==> config.mk <==
export PLATFORM = sky130hd
export DESIGN_NAME = rd_subtractor
export DESIGN_NICKNAME = d
export VERILOG_FILES = /design/src/rtl/rd_defs_pkg.sv /design/src/rtl/rd_prefix_level.sv /design/src/rtl/rd_subtractor.sv
export SDC_FILE = /design/constraint.sdc
export NUM_CORES = 1
export LEC_CHECK = 0
export CAP_MARGIN = 30
export CORE_MARGIN = 2
export CORE_UTILIZATION = 63
export CTS_CLUSTER_SIZE = 40
export DETAILED_ROUTE_END_ITERATION = 10
export PLACE_DENSITY = 0.83
export SLEW_MARGIN = 25
export SYNTH_ARGS = -nofsm -noshare
export SYNTH_HDL_FRONTEND = slang
export SYNTH_SLANG_ARGS = --single-unit
==> constraint.sdc <==
create_clock -name clk -period 3.9 [get_ports clk]
set_clock_uncertainty 0.1 [all_clocks]
set_input_delay 0.78 -clock clk [delete_from_list [all_inputs] [get_ports clk]]
set_output_delay 0.78 -clock clk [all_outputs]
set_load 0.01 [all_outputs]
==> src/rtl/rd_defs_pkg.sv <==
// Shared definitions for the recursive-doubling subtractor: default width,
// prefix-level derivation, G/P bundle type and pipeline stage count.
package rd_defs;

    localparam int WIDTH_DEF  = 32;
    localparam int LEVELS_DEF = $clog2(WIDTH_DEF);
    localparam int S_DEF      = LEVELS_DEF + 2;

    typedef struct packed {
        logic [WIDTH_DEF-1:0] g;
        logic [WIDTH_DEF-1:0] p;
    } gp_t;

    // One input register stage, one stage per prefix level, one output stage.
    function automatic int stage_count(input int width);
        return $clog2(width) + 2;
    endfunction

endpackage

==> src/rtl/rd_prefix_level.sv <==
// One Kogge-Stone prefix level: combines each bit's group G/P with the group
// DIST positions below it; the lowest DIST bits pass through unchanged.
module rd_prefix_level #(
    parameter int WIDTH = 32,
    parameter int DIST  = 1
) (
    input  logic [WIDTH-1:0] g_in,
    input  logic [WIDTH-1:0] p_in,
    output logic [WIDTH-1:0] g_out,
    output logic [WIDTH-1:0] p_out
);

    genvar i;
    generate
        for (i = 0; i < WIDTH; i++) begin : g_bit
            if (i >= DIST) begin : g_comb
                assign g_out[i] = g_in[i] | (p_in[i] & g_in[i-DIST]);
                assign p_out[i] = p_in[i] & p_in[i-DIST];
            end else begin : g_pass
                assign g_out[i] = g_in[i];
                assign p_out[i] = p_in[i];
            end
        end
    endgenerate

endmodule

==> src/rtl/rd_subtractor.sv <==
// Pipelined Kogge-Stone subtractor (a - b - bin) with borrow-out, signed
// overflow and a valid/ready handshake; every stage advances or holds together.
module rd_subtractor
    import rd_defs::*;
#(
    parameter int WIDTH = WIDTH_DEF
) (
    input  logic             clk,
    input  logic             rst_n,
    input  logic             in_valid,
    output logic             in_ready,
    input  logic [WIDTH-1:0] a,
    input  logic [WIDTH-1:0] b,
    input  logic             bin,
    output logic             out_valid,
    input  logic             out_ready,
    output logic [WIDTH-1:0] diff,
    output logic             bout,
    output logic             ovf
);

    localparam int LEVELS = $clog2(WIDTH);
    localparam int S      = stage_count(WIDTH);

    logic             stall;
    logic             c0;
    logic [WIDTH-1:0] nb;
    logic [WIDTH-1:0] g_st1;
    logic [WIDTH-1:0] p_st1;
    logic [WIDTH-1:0] po_st1;

    logic [WIDTH-1:0] g_q  [0:LEVELS];
    logic [WIDTH-1:0] p_q  [0:LEVELS];
    logic [WIDTH-1:0] po_q [0:LEVELS];
    logic [LEVELS:0]  c0_q;
    logic [LEVELS:0]  am_q;
    logic [LEVELS:0]  bm_q;
    logic [S-1:0]     v_q;

    logic [WIDTH-1:0] g_nx [1:LEVELS];
    logic [WIDTH-1:0] p_nx [1:LEVELS];

    logic [WIDTH-1:0] carry;
    logic [WIDTH-1:0] diff_nx;
    logic             bout_nx;
    logic             ovf_nx;

    assign stall     = out_valid & ~out_ready;
    assign in_ready  = ~stall;
    assign out_valid = v_q[S-1];

    // Subtraction as a + ~b + ~bin; the carry-in is merged into bit 0 so the
    // prefix network only has to span WIDTH positions.
    always_comb begin
        nb       = ~b;
        c0       = ~bin;
        po_st1   = a ^ nb;
        g_st1    = a & nb;
        g_st1[0] = g_st1[0] | (po_st1[0] & c0);
        p_st1    = po_st1;
        p_st1[0] = 1'b0;
    end

    genvar k;
    generate
        for (k = 1; k <= LEVELS; k++) begin : g_level
            rd_prefix_level #(
                .WIDTH (WIDTH),
                .DIST  (1 << (k - 1))
            ) u_level (
                .g_in  (g_q[k-1]),
                .p_in  (p_q[k-1]),
                .g_out (g_nx[k]),
                .p_out (p_nx[k])
            );
        end
    endgenerate

    always_comb begin
        carry   = {g_q[LEVELS][WIDTH-2:0], c0_q[LEVELS]};
        diff_nx = po_q[LEVELS] ^ carry;
        bout_nx = ~g_q[LEVELS][WIDTH-1];
        ovf_nx  = (am_q[LEVELS] ^ bm_q[LEVELS]) & (am_q[LEVELS] ^ diff_nx[WIDTH-1]);
    end

    always_ff @(posedge clk or negedge rst_n) begin
        if (!rst_n) begin
            for (int j = 0; j <= LEVELS; j++) begin
                g_q[j]  <= '0;
                p_q[j]  <= '0;
                po_q[j] <= '0;
            end
            c0_q <= '0;
            am_q <= '0;
            bm_q <= '0;
            v_q  <= '0;
            diff <= '0;
            bout <= 1'b0;
            ovf  <= 1'b0;
        end else if (!stall) begin
            g_q[0]  <= g_st1;
            p_q[0]  <= p_st1;
            po_q[0] <= po_st1;
            for (int j = 1; j <= LEVELS; j++) begin
                g_q[j]  <= g_nx[j];
                p_q[j]  <= p_nx[j];
                po_q[j] <= po_q[j-1];
            end
            c0_q <= {c0_q[LEVELS-1:0], c0};
            am_q <= {am_q[LEVELS-1:0], a[WIDTH-1]};
            bm_q <= {bm_q[LEVELS-1:0], b[WIDTH-1]};
            v_q  <= {v_q[S-2:0], in_valid};
            diff <= diff_nx;
            bout <= bout_nx;
            ovf  <= ovf_nx;
        end
    end

endmodule

* Word-level counts from Yosys, hierarchy flattened
Cells that the tools add are included.
** Operators by class
- Bitwise operators :: 370
** Operators by type and width (count)
- AND 1 bit :: 230
- bitwise OR 1 bit :: 130
- XOR 32 bit :: 2
- AND 32 bit :: 1
- NOT 32 bit :: 1
- NOT 1 bit :: 4
- XOR 1 bit :: 2
** Word-level totals
- Register bits :: 572
- Input bits :: 69
- Output and inout port bits :: 36
- Word-level logic and storage cells :: 394

* Depth between registers and ports, before layout
Gate-level depths: netlist of the first run.
- Depth in word-level cells :: 4
- Mapped depth :: 8
- Depth with buffers taken out :: 4

* Hierarchy
Synthesis of the first run repeated with hierarchy kept, for this count alone.
** Unflattened totals
- Cell total of the unflattened synthesis :: 2795
- Area total of the unflattened synthesis :: 24626.1 um2
** Modules (own cells, without submodules)
- rd_subtractor :: times used 1, cells an instance 2475, area each 22335.2 um2, seq. area each 14288.7 um2
- rd_prefix_level at g_level[5].u_level :: times used 1, cells an instance 64, area each 480.5 um2, seq. area each 0.0 um2
- rd_prefix_level at g_level[4].u_level :: times used 1, cells an instance 64, area each 466.7 um2, seq. area each 0.0 um2
- rd_prefix_level at g_level[3].u_level :: times used 1, cells an instance 64, area each 452.9 um2, seq. area each 0.0 um2
- rd_prefix_level at g_level[2].u_level :: times used 1, cells an instance 64, area each 446.7 um2, seq. area each 0.0 um2
- rd_prefix_level at g_level[1].u_level :: times used 1, cells an instance 64, area each 444.2 um2, seq. area each 0.0 um2

* Worst setup path after synthesis of the first run
OpenSTA, ideal clock, no wires.
- Path type :: input to output
- Start point :: input port out_ready
- End point :: output port in_ready
- Arrival :: 1.418 ns
- Data required time :: 3.020 ns
- Setup slack :: 1.602 ns
- Cell stages on the path :: 6
- Buffers on the path :: 4
- Cells stage by stage :: nor2b_4 buf_6 buf_6 inv_6 buf_8 buf_6
** On the way
- Word-level cells in the longest chain between the ends :: 3
** Ends and longest elaborated chain
- start, declared :: RTL line rd_subtractor.sv:16 : input logic out_ready,
- NOT 1 bit :: RTL line rd_subtractor.sv:48 : assign stall = out_valid & ~out_ready;
- AND 1 bit :: RTL line rd_subtractor.sv:48
- NOT 1 bit :: RTL line rd_subtractor.sv:49 : assign in_ready = ~stall;
- end, declared :: RTL line rd_subtractor.sv:11 : output logic in_ready,
No other way between the ends.

* Final worst setup path of the first run
Same ends and word-level chain as after synthesis.

==> results of run 1 <==
[flip-flops by register name, indices dropped and copies added (netlist names)]
signal  count
po_q      192
g_q       161
p_q        98
diff       32
carry      31
v_q         7
am_q        6
bm_q        6
c0_q        6
bout        1
ovf         1
[routing by layer]
layer / share of wire, % / global-route usage, % / vias to the layer above
li1: - / - / 7564
met1: 43 / 37.7 / 7692
met2: 48 / 43.1 / 520
met3: 6.0 / 3.60 / 92
met4: 2.8 / 8.23 / 0
met5: 0 / 0 / -
[cell type report]
class	instances	area, sq um	share of cell area (%)
tap	448	561	2.29
timing repair buffer	125	1320	5.39
sequential	541	13500	55.4
clock inverter	12	165	0.676
inverter	34	140	0.574
clock buffer	79	1540	6.32
multi-input combinational	1652	7160	29.3
[report_power, final]
group	leakage, nW	switching, mW	internal (mW)
combinational	4.73	2.68	1.70
sequential	6.88	1.70	7.74
clock	0.836	2.01	2.98
total	12.4	6.39	12.4
[worst max-delay path by stage]
stage / startpoint / to / slack (ns)
final: out_ready / in_ready / 0.75
after global routing: out_ready / in_ready / 0.67
after CTS: out_ready / in_ready / 0.73
after detailed placement: out_ready / in_ready / 0.74
after global placement: out_ready / in_ready / 0.77
after floorplan: out_ready / in_ready / 1.60
[Yosys cell counts]
cell type     n
nor2b_4       1
nand2_1    1186
buf_6        25
xnor2_1      32
a21oi_1     131
ha_1         32
a31oi_1       1
buf_2        47
buf_8         1
nand3_1      98
dfrtp_1     541
buf_4        32
a21oi_2       2
inv_6         1
inv_1        33
clkbuf_1     15
o21ai_0     162
nand3b_1      1
nor2_1        4
nand2b_1      1
or3b_2        1
[cell families after synthesis]
logic type	share of synthesized area (%)
buf+inv	4.44
flops	62.5
fa+ha+maj	1.85
compound gates	6.88
simple gates	23.1
xor+xnor	1.29
[cell usage in the layout (no fill, tap or decap), drive strengths merged]
cell type,count
a21oi,133
a31oi,1
buf,22
bufinv,4
clkbuf,79
clkdlybuf4s50,103
clkinv,7
clkinvlp,2
dfrtp,541
ha,32
inv,33
nand2,1186
nand2b,1
nand3,98
nand3b,1
nor2,4
nor2b,1
o21ai,162
or3b,1
xnor2,32
[through the flow]
step | total power, mW | cell area [sq um] | hold slack, ns
after floorplan | 12.2 | 21700 | 0.326
after global placement | 13.5 | 22700 | 0.344
after detailed placement | 13.8 | 22700 | 0.350
after CTS | 18.9 | 24400 | 0.206
after global routing | 20.0 | 24400 | 0.234
final | 18.8 | 24400 | 0.151
==> flow_metrics.tcl, run 1 <==
set metrics [dict create \
    grt_pass1_wl_um 77200 \
    num_rows 67 \
    path_buf_inv 3 \
    required_ns 3.02 \
    syn_inst 2347 \
    ctsResizeCount 0 \
    path_delay_family "buffers and inverters" \
    slew_headroom_pct 31.5 \
    port_buffers 104 \
    gp_congestion 0.867 \
    utilization_pct 72.5 \
    die_h_um 189 \
    setup-violations-final 0 \
    path_cells "clkdlybuf4s50_1 -> nor2b_4 -> clkinv_8 -> clkdlybuf4s50_1" \
    ir_drop_uv 899 \
    drt_pass1_iterations 6 \
    antenna_found_initial 0 \
    p_per_area_mw_per_mm2 770 \
    vias_per_cell 5.49 \
    cp.depth 4 \
    critPathKind "input pin to output pin" \
    hold_viol_final 0 \
    critPathArrivalTime_ns 2.27 \
    syn_area_sq_mm 0.0217 \
    ys_seq_area_share_pct 62.5 \
    area_delta_synth_final_pct 12.8 \
    syn-mean-instance-area_sq_um 9.23 \
    yosysWarnings 0 \
    status "completed" \
    routed_wl_um 45200 \
    cts-hold-fix-buffers 0 \
    yosysTopAreaCell "dfrtp_1" \
    stdcell_count 2891 \
    clock_latency_ns 0.55 \
    fin_ws_ns 0.750 \
    cts_tree "yes" \
    fmax_mhz 317 \
    timing.rr.start "v_q[6]$_DFFE_PN0N_" \
    r2r_slack_ns 1.68 \
    cts_buffers 52 \
    grt_max_degree 249 \
    initial_core_util_pct 64.3 \
    crit_path_start_kind "input pin" \
    rsz0062_at_grt "no" \
    fin_crit_sh_pct 80.8 \
    tightestPinTransition_ns 1.03 \
    yosys_register_bits 541 \
    drive_gt1_share_pct 4.26 \
    maxSlewViolCount 0 \
    ioPinCount 105 \
    clock_sinks 541 \
    clock-root-buffer "clkbuf_16" \
    wl_per_cell_um 15.6 \
    crit_path_frequent_cell "clkdlybuf4s50_1" \
    syn-num-nets 2448 \
    grt_use_total_pct 26.5 \
    grt_pass1_vias 15570 \
    p_leak_nw 12.4 \
    dp_hpwl_um 28900 \
    synth_top_cell_area_share_pct 62.5 \
    fin_crit_ns 3.15 \
    cp_max_fo 14 \
    overflow 0 \
    synth.area.top_cells "dfrtp_1, nand2_1, o21ai_0" \
    num_vias 15868 \
    hp-class "input pin to asynchronous set/reset pin" \
    cp_slowest_cell "clkdlybuf4s50_1" \
    place_ws_ns 0.741 \
    drc 0 \
    tns_ns 0 \
    nNetsFinal 2507 \
    ys_types 21 \
    cts.path.max_buffers 3 \
    drt_iter0_drc 1690 \
    end_kind "output pin" \
    postCtsSetupBuffers 0 \
    drt.antenna.violating_nets 0 \
    antennaDiodeCount 0 \
    n_fill_cell 2351 \
    core_area_sq_mm 0.0337 \
    htree_levels 2 \
    ff2ff_path_depth 3 \
    die_w_um 189 \
    worstReg2RegEnd "g_q[101]$_DFFE_PN0N_" \
    cpPeakStageDelay_ns 0.51 \
    dp_cells 2799 \
    dieArea_sq_mm 0.0359 \
    cap_violations 0 \
    clkTransAtPathRegs_ns 0.06 \
]
Note: power is estimated with default switching activity, not from simulation.
==> run 2: changes to the inputs <==
--- a/config.mk
+++ b/config.mk
@@ -7,10 +7,10 @@
 export LEC_CHECK = 0
 export CAP_MARGIN = 30
 export CORE_MARGIN = 2
-export CORE_UTILIZATION = 63
+export CORE_UTILIZATION = 54
 export CTS_CLUSTER_SIZE = 40
 export DETAILED_ROUTE_END_ITERATION = 10
-export PLACE_DENSITY = 0.83
+export PLACE_DENSITY = 0.75
 export SLEW_MARGIN = 25
 export SYNTH_ARGS = -nofsm -noshare
 export SYNTH_HDL_FRONTEND = slang
==> constraint.sdc (replaced) <==
create_clock -name clk -period 2.55 [get_ports clk]
set_clock_uncertainty 0.1 [all_clocks]
set_input_delay 0.51 -clock clk [delete_from_list [all_inputs] [get_ports clk]]
set_output_delay 0.51 -clock clk [all_outputs]
set_load 0.01 [all_outputs]
==> run 2 against run 1 <==
Register-to-register slack lost 0.97 ns. Sequential share of layout area shrank 0.88 points. Routed wire length shrank 0.22%. Clock-buffer cell count shrank 4. Clock power grew 60%. Sequential power grew 53%. Non-clock buffer count grew 6. Largest cell class unchanged. Global-route usage shrank 3.6 points. Cell area grew 1.6%. First-iteration DRC count shrank 11%. Worst hold slack gained 0.15 ns.
==> flow_metrics.tcl, run 2 (synthesized netlist as in run 1, its figures left out) <==
set metrics [dict create \
    clock_latency_ns 0.58 \
    slew_headroom_pct 65.6 \
    drt_pass1_iterations 5 \
    grt_pass1_vias 15485 \
    num_rows 73 \
    gp_congestion 0.828 \
    hold_viol_final 0 \
    cts.path.max_buffers 3 \
    cts_tree "yes" \
    initial_core_util_pct 54.6 \
    worstReg2RegEnd "g_q[138]$_DFFE_PN0N_" \
    regArea_sq_mm 0.0135 \
    fin_crit_ns 2.37 \
    crit_start "out_ready" \
    routed_wl_um 45100 \
    p_leak_nw 12.6 \
    critPathArrivalTime_ns 1.76 \
    fin_crit_sh_pct 92.8 \
    ctsResizeCount 0 \
    p_per_area_mw_per_mm2 1180 \
    area_delta_synth_final_pct 14.6 \
    fmax_mhz 422 \
    clock-root-buffer "clkbuf_16" \
    regMostFlops "po_q" \
    grt_use_total_pct 22.9 \
    multi_input_area_sq_mm 0.00716 \
    port_buffers 104 \
    die_w_um 204 \
    comb_power_share_pct 23.2 \
    wl_per_cell_um 15.2 \
    antennaDiodeCount 0 \
    num_vias 15504 \
    drt_iter0_drc 1503 \
    drc 0 \
    p_seq_share_pct 49.4 \
    dp_hpwl_um 30100 \
    mostFrequentLayoutCells "nand2_1, dfrtp_1, o21ai_0" \
    cap_violations 0 \
    p_int_mw 19.4 \
    largest_reg_flops 192 \
    die_h_um 204 \
    timing.critical_path.to "in_ready" \
    end_kind "output pin" \
    n_fill_cell 3257 \
    critPathKind "input pin to output pin" \
    crit_path_start_kind "input pin" \
    reg_top3 "po_q x192, g_q x161, p_q x98" \
    status "completed" \
    grt_max_degree 132 \
    ioPinCount 105 \
    antenna_found_initial 0 \
    clock_sinks 541 \
    dp_cells 2882 \
    vias_per_cell 5.21 \
    layout_commonest_cell "nand2_1" \
    r2r_slack_ns 0.71 \
    clkTransAtPathRegs_ns 0.06 \
    htree_levels 2 \
    grt_pass1_wl_um 78000 \
    power.switching_mw 9.84 \
    dieArea_sq_mm 0.0417 \
    swShare_pct 33.7 \
    timing.rr.start "v_q[6]$_DFFE_PN0N_" \
    tns_ns 0 \
    required_ns 1.94 \
    setup-violations-final 0 \
    maxSlewViolCount 0 \
    core_area_sq_mm 0.0396 \
    stdcell_count 2978 \
    drt.antenna.violating_nets 0 \
    ff2ff_path_depth 4 \
    drive_gt1_share_pct 4.81 \
    cts_buffers 53 \
    nNetsFinal 2514 \
    hp-class "input pin to asynchronous set/reset pin" \
    p_clk_share_pct 27.4 \
    overflow 0 \
    cp_max_fo 2 \
    tightestPinTransition_ns 0.516 \
    ir_drop_uv 515 \
    rsz0062_at_grt "no" \
]
-- run 2: changes by cell type in the layout (fill, tap and decap cells not counted), sizes merged --
cell         delta
clkinv          +6
buf             +5
clkbuf          -4
inv             +2
bufinv          +1
clkinvlp        -1
dlygate4sd3     +1
-- run 2: timing repair --
| action | CTS | global route |
|---|---|---|
| buffers inserted | 0 | 0 |
| hold buffers | 1 | 0 |
| hold endpoints to repair | 21 | 0 |
-- run 2: power groups by stage --
stage | logic (mW) | registers [mW] | clock network [mW]
6_report | 6.77 | 14.4 | 8.00
5_1_grt | 7.88 | 14.9 | 8.49
4_1_cts | 6.88 | 14.4 | 8.15
3_5_place_dp | 6.82 | 14.6 | 0
3_3_place_gp | 6.60 | 14.4 | 0
2_1_floorplan | 4.88 | 13.7 | 0
-- run 2: worst min path at each step --
stage               start               endpoint  cells past startpoint
floorplan           rst_n    am_q[0]$_DFFE_PN0N_                      0
global placement    rst_n  po_q[148]$_DFFE_PN0N_                      1
detailed placement  rst_n   p_q[148]$_DFFE_PN0N_                      1
CTS                 rst_n  po_q[148]$_DFFE_PN0N_                      2
global route        rst_n   p_q[148]$_DFFE_PN0N_                      2
finish              rst_n   p_q[148]$_DFFE_PN0N_                      2
-- run 2: metrics by stage --
| step | utilization [%] | cell area, sq um | setup slack [ns] | total power [mW] | hold slack, ns |
|---|---|---|---|---|---|
| 4_1_cts | 62.6 | 24800 | 0.157 | 29.5 | 0.296 |
| 3_3_place_gp | 58.0 | 23000 | 0.188 | 21.0 | 0.301 |
| 3_5_place_dp | 58.0 | 23000 | 0.143 | 21.4 | 0.303 |
| 6_report | 62.6 | 24800 | 0.183 | 29.2 | 0.297 |
| 5_1_grt | 62.6 | 24800 | 0.129 | 31.2 | 0.312 |
| 2_1_floorplan | - | 21700 | 0.792 | 18.6 | 0.114 |
-- run 2: cell type report --
class | count | share of cell area [%]
clock buffer | 75 | 6.29
clock inverter | 20 | 0.993
inverter | 34 | 0.565
multi-input combinational | 1652 | 28.9
sequential | 541 | 54.5
tap | 525 | 2.65
timing repair buffer | 131 | 6.10
-- run 2: layer usage --
layer | global-route usage (%) | vias up | wire length, um
met5 | 0 | - | 0
met4 | 6.34 | 0 | 1090
met3 | 2.93 | 76 | 2250
met2 | 37.0 | 377 | 21300
met1 | 32.9 | 7473 | 20500
li1 | - | 7578 | -
-- run 2: critical path, cell delays in order --
cell and delay, ns:
clkdlybuf4s50_1 0.45, nor2b_4 0.24, clkinv_8 0.07, clkdlybuf4s50_1 0.48
